===== src/rtl/yolo_class_max_ctrl.sv =====
// yolo_class_max_ctrl: feeds one grid cell's class scores (NUM_GROUPS words of
// five 8-class anchors) through the external 1x8 comparator bank, follows the
// bank latency with a tag pipe, and reduces the per-group maxima into a global
// max score and class index per anchor, presented on a valid/ready output.
module yolo_class_max_ctrl #(
    parameter int NUM_GROUPS = 10,
    parameter int CMP_LAT    = 2
) (
    input  logic         clk,
    input  logic         rst,
    input  logic         yolo_layer_finish,
    input  logic         start,
    input  logic         in_valid,
    output logic         in_ready,
    input  logic [319:0] in_data,
    output logic [63:0]  pc1,
    output logic [63:0]  pc2,
    output logic [63:0]  pc3,
    output logic [63:0]  pc4,
    output logic [63:0]  pc5,
    output logic         cmp_finish,
    input  logic [7:0]   cmax8_value_1,
    input  logic [7:0]   cmax8_value_2,
    input  logic [7:0]   cmax8_value_3,
    input  logic [7:0]   cmax8_value_4,
    input  logic [7:0]   cmax8_value_5,
    input  logic [2:0]   cmax8_index_1,
    input  logic [2:0]   cmax8_index_2,
    input  logic [2:0]   cmax8_index_3,
    input  logic [2:0]   cmax8_index_4,
    input  logic [2:0]   cmax8_index_5,
    output logic         cls_valid,
    input  logic         cls_ready,
    output logic [39:0]  cls_value,
    output logic [34:0]  cls_index,
    output logic         busy
);

    typedef enum logic [1:0] {IDLE, FEED, DRAIN, DONE} state_t;

    // Group numbers are 4 bits wide so that {group, byte index} is the 7-bit class index.
    localparam logic [3:0] LAST_GROUP = 4'(NUM_GROUPS - 1);

    state_t                r_state;
    state_t                w_nextState;
    logic [3:0]            r_group;
    logic [4:0][63:0]      r_pc;
    logic [CMP_LAT:0]      r_tagValid;
    logic [CMP_LAT:0][3:0] r_tagGroup;
    logic [4:0][7:0]       r_maxVal;
    logic [4:0][6:0]       r_maxIdx;

    logic [4:0][7:0]       w_cmaxVal;
    logic [4:0][2:0]       w_cmaxIdx;
    logic                  w_accept;
    logic                  w_sample;
    logic [3:0]            w_sampleGroup;
    logic                  w_lastSample;

    assign w_cmaxVal = {cmax8_value_5, cmax8_value_4, cmax8_value_3, cmax8_value_2, cmax8_value_1};
    assign w_cmaxIdx = {cmax8_index_5, cmax8_index_4, cmax8_index_3, cmax8_index_2, cmax8_index_1};

    // A layer abort overrides the handshake, so no word is taken in that cycle.
    assign w_accept      = (r_state == FEED) && in_valid && !yolo_layer_finish;
    assign w_sample      = r_tagValid[CMP_LAT];
    assign w_sampleGroup = r_tagGroup[CMP_LAT];
    assign w_lastSample  = w_sample && (w_sampleGroup == LAST_GROUP);

    // State register; layer abort returns to IDLE through the next-state logic.
    always_ff @(posedge clk) begin
        if (rst) begin
            r_state <= IDLE;
        end else begin
            r_state <= w_nextState;
        end
    end

    // Next-state logic: feed all groups, wait for the last tag, then hold the result.
    always_comb begin
        w_nextState = r_state;
        case (r_state)
            IDLE:    if (start) w_nextState = FEED;
            FEED:    if (w_accept && (r_group == LAST_GROUP)) w_nextState = DRAIN;
            DRAIN:   if (w_lastSample) w_nextState = DONE;
            DONE:    if (cls_ready) w_nextState = IDLE;
            default: w_nextState = IDLE;
        endcase
        if (yolo_layer_finish) begin
            w_nextState = IDLE;
        end
    end

    // Operand registers, group counter, latency tag pipe and running max per anchor.
    always_ff @(posedge clk) begin
        if (rst || yolo_layer_finish) begin
            r_group    <= '0;
            r_pc       <= '0;
            r_tagValid <= '0;
            r_tagGroup <= '0;
            r_maxVal   <= '0;
            r_maxIdx   <= '0;
        end else begin
            r_tagValid <= {r_tagValid[CMP_LAT-1:0], w_accept};
            r_tagGroup <= {r_tagGroup[CMP_LAT-1:0], r_group};
            if ((r_state == IDLE) && start) begin
                r_group    <= '0;
                r_tagValid <= '0;
            end
            if (w_accept) begin
                r_pc    <= in_data;
                r_group <= r_group + 4'd1;
            end
            if (w_sample) begin
                for (int k = 0; k < 5; k++) begin
                    if ((w_sampleGroup == 4'd0) || (w_cmaxVal[k] > r_maxVal[k])) begin
                        r_maxVal[k] <= w_cmaxVal[k];
                        r_maxIdx[k] <= {w_sampleGroup, w_cmaxIdx[k]};
                    end
                end
            end
        end
    end

    assign in_ready   = (r_state == FEED);
    assign cls_valid  = (r_state == DONE);
    assign busy       = (r_state != IDLE);
    assign cmp_finish = rst | yolo_layer_finish;
    assign pc1        = r_pc[0];
    assign pc2        = r_pc[1];
    assign pc3        = r_pc[2];
    assign pc4        = r_pc[3];
    assign pc5        = r_pc[4];
    assign cls_value  = r_maxVal;
    assign cls_index  = r_maxIdx;

endmodule


===== config.mk =====
export PLATFORM = sky130hd
export DESIGN_NAME = yolo_class_max_ctrl
export DESIGN_NICKNAME = d
export VERILOG_FILES = /design/src/rtl/yolo_class_max_ctrl.sv
export SDC_FILE = /design/constraint.sdc
export NUM_CORES = 1
export LEC_CHECK = 0
export CORE_AREA = 4 4 303 305
export CTS_CLUSTER_SIZE = 25
export DETAILED_ROUTE_END_ITERATION = 12
export DIE_AREA = 0 0 307 309
export PLACE_DENSITY = 0.4
export SLEW_MARGIN = 20
export SYNTH_ARGS = -nofsm -noshare
export SYNTH_HDL_FRONTEND = slang
export SYNTH_SLANG_ARGS = --single-unit

===== constraint.sdc =====
create_clock -name clk -period 1.9 [get_ports clk]
set_input_delay 0.475 -clock clk [delete_from_list [all_inputs] [get_ports clk]]
set_output_delay 0.475 -clock clk [all_outputs]
set_load 0.005 [all_outputs]

# Word-level counts from Yosys, hierarchy flattened
# Index checks and enable logic that the tools add are counted.
dict set report word_totals {
  register_bits 416
  in_bits 381
  out_inout_bits 399
  word_cells 68
}
dict set report classes {
  n_addsub 1
  magnitude_cmp 5
  n_eq_ne 9
  muxes 7
  n_bitwise 1
  n_reduce_logical 24
}
# operator n
set ops {}
lappend ops {{greater-than comparator 8 bit} 5}
lappend ops {{AND reduction 2 bit} 5}
lappend ops {{== test 4 bit, second input constant} 2}
lappend ops {{2-to-1 mux 2 bit} 4}
lappend ops {{2-to-1 mux 4 bit} 2}
lappend ops {{case mux 2 bit (4 select lines)} 1}
lappend ops {{logical OR 1 bit} 6}
lappend ops {{logical AND 1 bit} 5}
lappend ops {{adder 4 x 1 -> 4 bit, second input constant} 1}
lappend ops {{== test 2 bit, second input constant} 2}
lappend ops {{logical NOT 4 bit} 1}
lappend ops {{!= test 2 x 1 -> 1 bit, second input constant} 2}
lappend ops {{!= test 2 bit, second input constant} 2}
lappend ops {{AND reduction 4 bit} 1}
lappend ops {{nonzero test 2 bit} 2}
lappend ops {{OR reduction 2 bit} 2}
lappend ops {{== test 2 x 1 -> 1 bit, second input constant} 1}
lappend ops {{logical NOT 2 bit} 1}
lappend ops {{logical NOT 1 bit} 1}
lappend ops {{OR 1 bit} 1}

# Longest topological paths before layout
dict set report depth {
  word_depth 6
  mapped_depth 8
}

# Worst setup path after synthesis
# OpenSTA, ideal clock, no wires.
dict set report synth_path {
  path_kind {input to register}
  startpoint {input port cmax8_value_1[5]}
  endpoint {register r_maxIdx, in the netlist cls_index[3]}
  t_arrival_ns 1.765
  path_slack_ns 0.012
  path_stages 7
  cell_sequence {ha_1 > a21oi_1 > nor2_1 > a2111oi_2 > a21oi_4 > buf_8 > mux2i_1}
}
dict set report synth_between {
  elab_chain_len 3
}
# element line_no
set synth_lines {}
lappend synth_lines {{from (decl)} 22} ;# input logic [7:0] cmax8_value_1,
lappend synth_lines {{greater-than comparator 8 bit} 115} ;# if ((w_sampleGroup == 4'd0) || (w_cmaxVal[k] > r_maxVal[k])) begin
lappend synth_lines {{logical OR 1 bit} 115}
lappend synth_lines {{AND reduction 2 bit (no source line)} -}
lappend synth_lines {{to (signal, indexed assignment)} 117} ;# r_maxIdx[k] <= {w_sampleGroup, w_cmaxIdx[k]};
lappend synth_lines {{to (decl)} 51} ;# logic [4:0][6:0] r_maxIdx;
# Every way passes these cells.
# A chain may end at the register's enable or synchronous reset.

# Final worst setup path
dict set report layout_path {
  startpoint {register r_state[0]}
  endpoint {output port in_ready}
}
dict set report layout_between {
  elab_chain_len 1
}
# element line_no
set layout_lines {}
lappend layout_lines {{from (decl)} 44} ;# state_t r_state;
lappend layout_lines {{from (signal assigned)} 74} ;# r_state <= w_nextState;
lappend layout_lines {{== test 2 x 1 -> 1 bit} 124} ;# assign in_ready = (r_state == FEED);
lappend layout_lines {{to (decl)} 14} ;# output logic in_ready,
# Every way passes these cells.

==> impl_metrics.json <==
{
  "outcome": "completed",
  "grt_max_degree": 70,
  "slew_violations": 0,
  "drt-total-wl_um": 74600,
  "powerDensity_nw_per_um2": 751,
  "drc": 0,
  "coreArea_um2": 89300,
  "p_leak_nw": 11.0,
  "h-tree-depth": 2,
  "drt-initial-drc-count": 721,
  "relSlewSlack_pct": 71.0,
  "die_y_um": 309,
  "cts_buffers": 52,
  "crit_path_start_kind": "flop",
  "fin_ws_ns": 0.0764,
  "vias": 15900,
  "final_common_cell": "nand2_1",
  "ir_worst_vdd_uv": 599,
  "grt_pass1_vias": 16000,
  "dp.cells": 3842,
  "portBuffers": 779,
  "maxCapViolations": 0,
  "whs_ns": 0.401,
  "antenna_found_initial": 26,
  "die_area_um2": 94900,
  "critPathKind": "reg -> out",
  "synthCells": 1914,
  "fin_setup_tns_ns": 0,
  "yosysSeqAreaShare_pct": 53.4,
  "nNetsFinal": 3154,
  "avgSynthCellArea_um2": 8.15,
  "grt_pass1_wl_um": 105000,
  "row_count": 110,
  "rsz0062_at_grt": "true",
  "synth_seq_cells": 416,
  "gp_congestion": 0.815,
  "vias_per_cell": 4.02,
  "final-instance-count-excl-fill": 3957,
  "clk_pin_slew_worst_paths_ns": 0.06,
  "period_minus_slack_ns": 1.82,
  "cts_buffer_depth": 3,
  "ant_nets": 0,
  "cp.required_ns": 1.42,
  "layout-drive-gt1-share_pct": 8.78,
  "clock_sinks": 416,
  "dp_hpwl_um": 57700,
  "grt.total_usage_pct": 14.6,
  "fmax_ghz": 0.548,
  "endpoint_kind": "output pin",
  "ctsHoldBuffers": 0,
  "fp.dieW_um": 307,
  "synth_area_um2": 15600,
  "synth_nets": 2342,
  "cts-root-buf": "clkbuf_16",
  "hold_path.class": "in -> reg",
  "crit_fanout": 4,
  "setup_violations": 0,
  "min_period_over_period_pct": 96.0,
  "routedWlPerCell_um": 18.8,
  "tightestPinTransition_ns": 0.435,
  "dpl_worst_slack_ns": -0.697,
  "clock_skew_ns": 0.0359,
  "cp_data_arrival_time_ns": 1.35,
  "grt_overflow": 0,
  "layout.cells.most_common_list": "780 x nand2_1, 397 x dlygate4sd2_1, 393 x dfxtp_1",
  "ys_warn_count": 0,
  "syn_to_final_growth_pct": 72.9,
  "drtPass1Iterations": 5,
  "synth_cell_types": 32,
  "hold_violations": 0,
  "cts_tree": "yes",
  "worstSkewPairLatency_ns": 0.62,
  "start_util_pct": 17.5,
  "boundaryPins": 780
}
[final cells by class]
cell class / count / area [um^2]
diodes: 14 / 35.0
clock buffers: 76 / 1530
clock inverters: 19 / 179
fillers: 9560 / 62400
inverters: 46 / 183
multi-input cells: 1323 / 6680
flip-flops and latches: 416 / 8360
well taps: 1176 / 1470
repair buffers: 887 / 8530
[cells in the mapped netlist, drive strengths merged]
cell type	number	share of area (%)
nand2	780	19
dfxtp	416	53
a21oi	341	11
clkbuf	117	2.8
mux2i	76	4.9
ha	47	3.8
inv	46	1.1
and2	14	0.56
nor2	14	0.34
buf	12	0.58
nand4	11	0.44
nor2b	5	0.20
o211ai	5	0.24
o31ai	5	0.24
a2111oi	4	0.39
a21o	4	0.19
o21ai	4	0.13
a211oi	2	0.096
nand3	2	0.064
nand3b	2	0.096
a221oi	1	0.056
and3b	1	0.056
nor4	1	0.14
nor4bb	1	0.064
o21a	1	0.048
o22ai	1	0.040
o31a	1	0.064
[routing by layer]
| layer | wire, um | GRT usage [%] | share of wire (%) | vias to the layer above |
|---|---|---|---|---|
| met4 | 2430 | 5.30 | 3.3 | 24 |
| met1 | 27200 | 15.3 | 37 | 7407 |
| li1 | - | - | - | 7849 |
| met2 | 37800 | 26.3 | 51 | 498 |
| met5 | 161 | 0 | 0.22 | - |
| met3 | 6910 | 6.31 | 9.3 | 120 |
[cells by family (layout without fill, tap and decap cells)]
logic type	count (synthesis)	after routing	share of synthesized area (%)
AO/OA/AOI/OAI	369	369	12.7
buffers and inverters	175	1028	4.50
flip-flops	416	416	53.4
other	0	14	0
adder cells (fa/ha/maj)	47	47	3.77
multiplexers	76	76	4.88
AND/OR/NAND/NOR	831	831	20.7
[sequential cells by signal (all words and copies together), names as in the netlist]
register and count:
cls_index 35, cls_value 40, pc1 64, pc2 64, pc3 64, pc4 64
pc5 64, r_group 4, r_state 2, r_tagGroup 8, r_tagValid 3, w_sampleGroup 4
[final timing paths]
path / from / endpoint / slack, ns / cells past startpoint
setup / recovery: r_state[0]$_SDFFE_PP0P_ / in_ready / 0.08 / 3
hold / removal: in_data[249] / pc4[57]$_SDFFE_PP0P_ / 0.40 / 3
setup reg to reg: cls_value[7]$_SDFFE_PP0P_ / cls_value[5]$_SDFFE_PP0P_ / 0.09 / 8
hold reg to reg: r_tagGroup[6]$_SDFF_PP0_ / w_sampleGroup[2]$_SDFF_PP0_ / 0.42 / 1
[critical path, stage by stage, from the launching register on]
cell and delay (ns):
dfxtp_2 0.32, buf_4 0.15, ha_4 0.17, buf_6 0.12
[power breakdown]
group          internal [W]  switching (W)
Clock               0.00575        0.00411
Combinational      0.000968       0.000631
Sequential          0.00877      0.0000213
[per-stage QoR]
| step | total power [W] | instance area, um^2 | util (%) |
|---|---|---|---|
| floorplan | 0.00940 | 15600 | - |
| global placement | 0.0106 | 25500 | 28.5 |
| detailed placement | 0.0106 | 25500 | 28.5 |
| CTS | 0.0207 | 26800 | 30.0 |
| global route | 0.0211 | 26900 | 30.2 |
| finish | 0.0202 | 27000 | 30.2 |
[timing repair]
item,in CTS,in global routing
cloned,0,1
gates resized for setup,446,15
endpoints found under the setup margin,444,56
setup buffers,5,0
pin swaps,4,3
No activity file was read; power rests on OpenSTA's default activity.
==> edit 1 (config.mk and constraints unchanged) <==
Encoding of `state_t`: now Gray code (2 bits for 4 states).
--- a/src/rtl/yolo_class_max_ctrl.sv
+++ b/src/rtl/yolo_class_max_ctrl.sv
@@ -37,5 +37,5 @@
 );
 
-    typedef enum logic [1:0] {IDLE, FEED, DRAIN, DONE} state_t;
+    typedef enum logic [1:0] {IDLE = 2'b00, FEED = 2'b01, DRAIN = 2'b11, DONE = 2'b10} state_t;
 
     // Group numbers are 4 bits wide so that {group, byte index} is the 7-bit class index.
Formal check against the unedited RTL: same outputs for any inputs over 4 cycles, from zero or initial values; so few cycles prove little.
==> edit 1 against the original RTL <==
Sequential share of layout area is 0.28 points higher; worst setup slack better by 0.0078 ns; power is 2.2% higher; area after synthesis decreased by 0.24%; routed wire length decreased by 1.1%; sequential cell count unchanged; cell area fell by 0.92%; critical path type is now flop to flop.
==> edit 1: results (changes against the original RTL) <==
Pwr
  – Max VDD drop: 0.000474 V (-21%)
  – Leakage power: 0.0110 uW (-0.35%)

Worst setup path
  – Arr. time, crit path: 2.27 ns (+0.92 ns)
  – Crit path kind: flop to flop
  – CP max-delay cell: dfxtp_1
  – Worst-path fanout max: 15 (+11)

Placed design
  – I/O Buffers: 779 (unchanged)
  – HPWL after DPL: 57.8 mm (+0.12%)
  – Worst slack at placement: -0.726 ns (-0.0288 ns)
  – Final GP Congestion: 0.816 (about the same)
  – Dpl cells: 3825 (-0.44%)
  – Placement Cell Area: 25300 sq um (-0.89%)

Cells and area
  – Share of cells above drive strength 1: 8.22% (-0.56 points)
  – Non-Filler Instances: 3942 (-0.38%)
  – Final layout net count: 3131 (-0.73%)

Detailed routing
  – DR iter-0 viols: 653 (-9.4%)
  – DR vias: 15.9k (-0.23%)
  – WL per Instance: 18.7 microns (-0.72%)
  – DR pass1 iterations: 5 (unchanged)

Synthesis
  – Post-synthesis sequential area ratio: 53.5% (+0.13 points)
  – Synth Area in Adders: 3.38% (-0.39 points)
  – Top_reg_cell synth: dfxtp_1
  – Yosys cell types: 33 (+3.1%)
  – Syn_nets: 2330 (-0.51%)
  – Yosys warnings: 0 (unchanged)
  – Most frequent cells after synthesis: nand2_1, dfxtp_1, a21oi_1, clkbuf_1, mux2i_1
  – Synth Area in Compound Gates: 12.6% (-0.11 points)
  – Async SR Flop Fraction: 0% (unchanged)
  – XOR/XNOR Fraction of Synth Area: 0.0563% (+0.056 points)
  – Top cells by area, synth: dfxtp_1, nand2_1, a21oi_1
  – Mux cell area share after synthesis: 4.83% (-0.053 points)
  – Synth Area per Inst: 8.16 sq um (+0.13%)

Global routing
  – Met3 Track Usage GR: 6.19% (-0.12 points)
  – Gr usage total: 14.7% (+0.018 points)
  – GR Util met2: 27.0% (+0.68 points)
  – GRT met1 Usage: 15.2% (-0.062 points)
  – First-pass GRT wire length: 106 mm (+0.55%)
  – Initial antenna violation count: 24 (-7.7%)
  – Vias in the first global route: 16.6k (+3.3%)
  – Largest net degree at the start of global routing: 70 (unchanged)

Clock network
  – H-tree levels: 2 (unchanged)
  – Clock slew at reported path FFs: 0.06 ns (about the same)
  – Clk Latency, worst-skew pair: 0.60 ns (-0.02 ns)
  – TritonCTS buffer count: 52 (unchanged)

Timing
  – Final-report max-slew violation count: 0 (unchanged)
  – Worst-Margin Slew: 0.637 ns (+0.203 ns)
  – Clk_skew: 0.0201 ns (-0.0158 ns)

Worst hold path
  – Worst Hold Class: input port to flop

Run status
  – Run status: complete, no violations
## edit 1: cell types whose count changed after synthesis, moves of 3 or more
cell      before  now
buf_2          0   30
nor2_1        14   11
a21oi_1      337  334
ha_1          47   42
nor2b_1        5    8
clkbuf_1     117   93
buf_1          7    1
and3_1         0    4
## edit 1: worst paths after layout
path	from	endpoint	slack (ns)	depth (start not counted)
min	in_data[201]	pc4[9]	0.42	3
max	cls_value[5]	cls_index[4]	0.08	9
min reg2reg	r_tagGroup[5]	w_sampleGroup[1]	0.42	1
max reg2reg	cls_value[5]	cls_index[4]	0.08	9
## edit 1: cell families after synthesis
family / Yosys count
xor gates and xnor gates: 1
DFF: 416
and+or+nand+nor: 835
muxes: 75
adders and majority gates: 42
buffers and inverters: 173
AOI/OAI and AO/OA: 365
## edit 1: critical path, delay by kind of cell, from the launching register on
family                   cells  cell delay (ns)
AO/OA/AOI/OAI                3             0.49
buffers and inverters        3             0.39
flip-flops                   1             0.32
adder cells (fa/ha/maj)      1             0.30
multiplexers                 1             0.12
AND/OR/NAND/NOR              1             0.06
## edit 1: power by group
part           switching, uW  internal (uW)  leakage, uW  total (uW)
Combinational            730           1010      0.00674        1740
Clock                   4020           6090     0.000866       10100
Sequential              39.9           8800      0.00337        8840
Total                   4790          15900       0.0110       20700
## edit 1: per-stage QoR
stage / utilization, % / hold slack [ns] / TNS (ns)
detailed placement: 28.3 / 0.411 / -101.10
global route: 29.9 / 0.389 / -0.00795
CTS: 29.8 / 0.360 / 0
global placement: 28.3 / 0.409 / -86.38
finish: 29.9 / 0.422 / 0
floorplan: - / 0.406 / 0
## edit 1: what timing repair did
action / 4_1_cts / 5_1_grt
setup buffers: 5 / 0
hold endpoints to repair: 0 / 0
resized for setup: 438 / 13
pin swaps: 3 / 0
setup endpoints to repair: 429 / 28
## edit 1: final cells by class
cell class,instances,area [sq um]
Inverter,44,173
Timing Repair Buffer,876,8330
Fill cell,9566,62600
Clock buffer,77,1530
Sequential cell,416,8360
Tap cell,1176,1470
Antenna cell,17,42.5
Clock inverter,18,223
Multi-Input combinational cell,1318,6600
## edit 1: layer usage
layer  wire length [microns]  vias to the layer above  share of wire [%]
met5                     139                        -               0.19
met4                    2080                       18                2.8
li1                        -                     7819                  -
met2                   37600                      505                 51
met3                    7090                      122                9.6
met1                   26800                     7397                 36
==> edit 2 (same settings) <==
Without the edit above. Set the parameter `CMP_LAT` to 1 (it was 2).
--- a/src/rtl/yolo_class_max_ctrl.sv
+++ b/src/rtl/yolo_class_max_ctrl.sv
@@ -5,5 +5,5 @@
 module yolo_class_max_ctrl #(
     parameter int NUM_GROUPS = 10,
-    parameter int CMP_LAT    = 2
+    parameter int CMP_LAT    = 1
 ) (
     input  logic         clk,
Behaviour: no difference found for any inputs over 4 cycles, from zero or initial values; that may be too few to reach the edited logic, so the function may still have changed.
==> edit 2 against the original RTL <==
Area after synthesis is 0.91% lower; power down 1.7%; routed wire length down 4.6%; worst setup slack better by 0.0081 ns; cell area fell by 1.2%; critical path depth rose by 1; sequential cell count is 5 lower; largest cell class unchanged; highest routed layer unchanged.
==> edit 2: results (changes against the original RTL) <==
Run status
  – Run status: complete, no violations

Detailed routing
  – DR vias: 15.7k (-1.4%)
  – Met2 WL: 36.6 mm (-3.3%)
  – Vias per Instance: 3.99 (-0.69%)
  – WL met1: 26.1 mm (-4.3%)
  – Detailed Route WL: 71.1 mm (-4.6%)

Placed design
  – Final GP Congestion: 0.817 (+0.27%)
  – Placement Cell Area: 25200 sq um (-1.1%)
  – HPWL after DPL: 54.4 mm (-5.8%)
  – Dpl cells: 3818 (-0.62%)

Cells and area
  – Share of cells above drive strength 1: 8.35% (-0.43 points)
  – Final layout net count: 3136 (-0.57%)

Global routing
  – First-pass GRT wire length: 102 mm (-3.1%)
  – Gr usage total: 14.0% (-0.60 points)
  – GR Util met2: 25.7% (-0.61 points)
  – Largest net degree at the start of global routing: 93 (+33%)
  – Initial antenna violation count: 15 (-42%)
  – Met3 Track Usage GR: 5.74% (-0.56 points)
  – GRT met1 Usage: 14.6% (-0.63 points)

Pwr
  – Leakage power: 0.0108 uW (-1.6%)
  – Max VDD drop: 0.000500 V (-16%)
  – P_seq: 8680 uW (-1%)
  – Clk pwr share: 48.5% (-0.2 points)

Worst setup path
  – Worst reg2reg path depth: 7 (-1)
  – CP Capture Point: busy
  – CP max-delay cell: dfxtp_4
  – Reg2reg start: cls_value[39]

Worst hold path
  – Worst Hold Class: flop to flop

Synthesis
  – Post-synthesis sequential area ratio: 53.2% (-0.16 points)
  – Top cells by area, synth: dfxtp_1, nand2_1, a21oi_1
  – Syn_nets: 2331 (-0.47%)
  – Number of cells produced by synthesis: 1903 (-0.57%)

Timing
  – Worst-Margin Slew: 0.509 ns (+0.0737 ns)
  – Clk_skew: 0.0160 ns (-0.0199 ns)

Clock network
  – Clk Latency, worst-skew pair: 0.59 ns (-0.03 ns)
## edit 2: timing repair
item                                    in CTS  in global routing
endpoints found under the setup margin     456                309
gates resized for setup                    439                 20
pin swaps                                    4                  1
setup buffers                                7                  4
cloned                                       1                  0
## edit 2: logic make-up after synthesis
group / count (synthesis) / synth area share (%)
simple gates: 827 / 20.7
flops: 411 / 53.2
compound gates: 369 / 12.8
buf+inv: 173 / 4.49
mux: 76 / 4.92
fa+ha+maj: 47 / 3.81
## edit 2: stage by stage
step,worst slack (ns),hold slack (ns),TNS (ns),util [%],power [uW]
3_3_place_gp,-0.621,0.411,-110.20,28.2,10500
4_1_cts,-0.211,0.364,-0.933,29.7,20300
3_5_place_dp,-0.681,0.410,-119.57,28.2,10500
6_report,0.0845,0.418,0,29.8,19900
5_1_grt,-0.00103,0.401,-0.00110,29.8,20800
2_1_floorplan,0.00216,0.406,0,-,9290
## edit 2: how the worst min path moves through the flow
stage / slack [ns] / cells past startpoint / to / start
floorplan: 0.41 / 1 / r_tagValid[1] / r_tagValid[0]
global placement: 0.41 / 1 / w_sampleGroup[3] / r_tagGroup[3]
detailed placement: 0.41 / 1 / w_sampleGroup[3] / r_tagGroup[3]
CTS: 0.36 / 3 / r_group[1] / rst
global route: 0.40 / 3 / pc3[53] / in_data[181]
finish: 0.42 / 1 / w_sampleGroup[3] / r_tagGroup[3]
## edit 2: layout make-up
class | count | area [sq um]
fillers | 9549 | 62700
repair buffers | 878 | 8440
flip-flops and latches | 411 | 8270
multi-input cells | 1319 | 6620
clock buffers | 75 | 1510
well taps | 1176 | 1470
inverters | 46 | 180
clock inverters | 13 | 129
diodes | 10 | 25.0
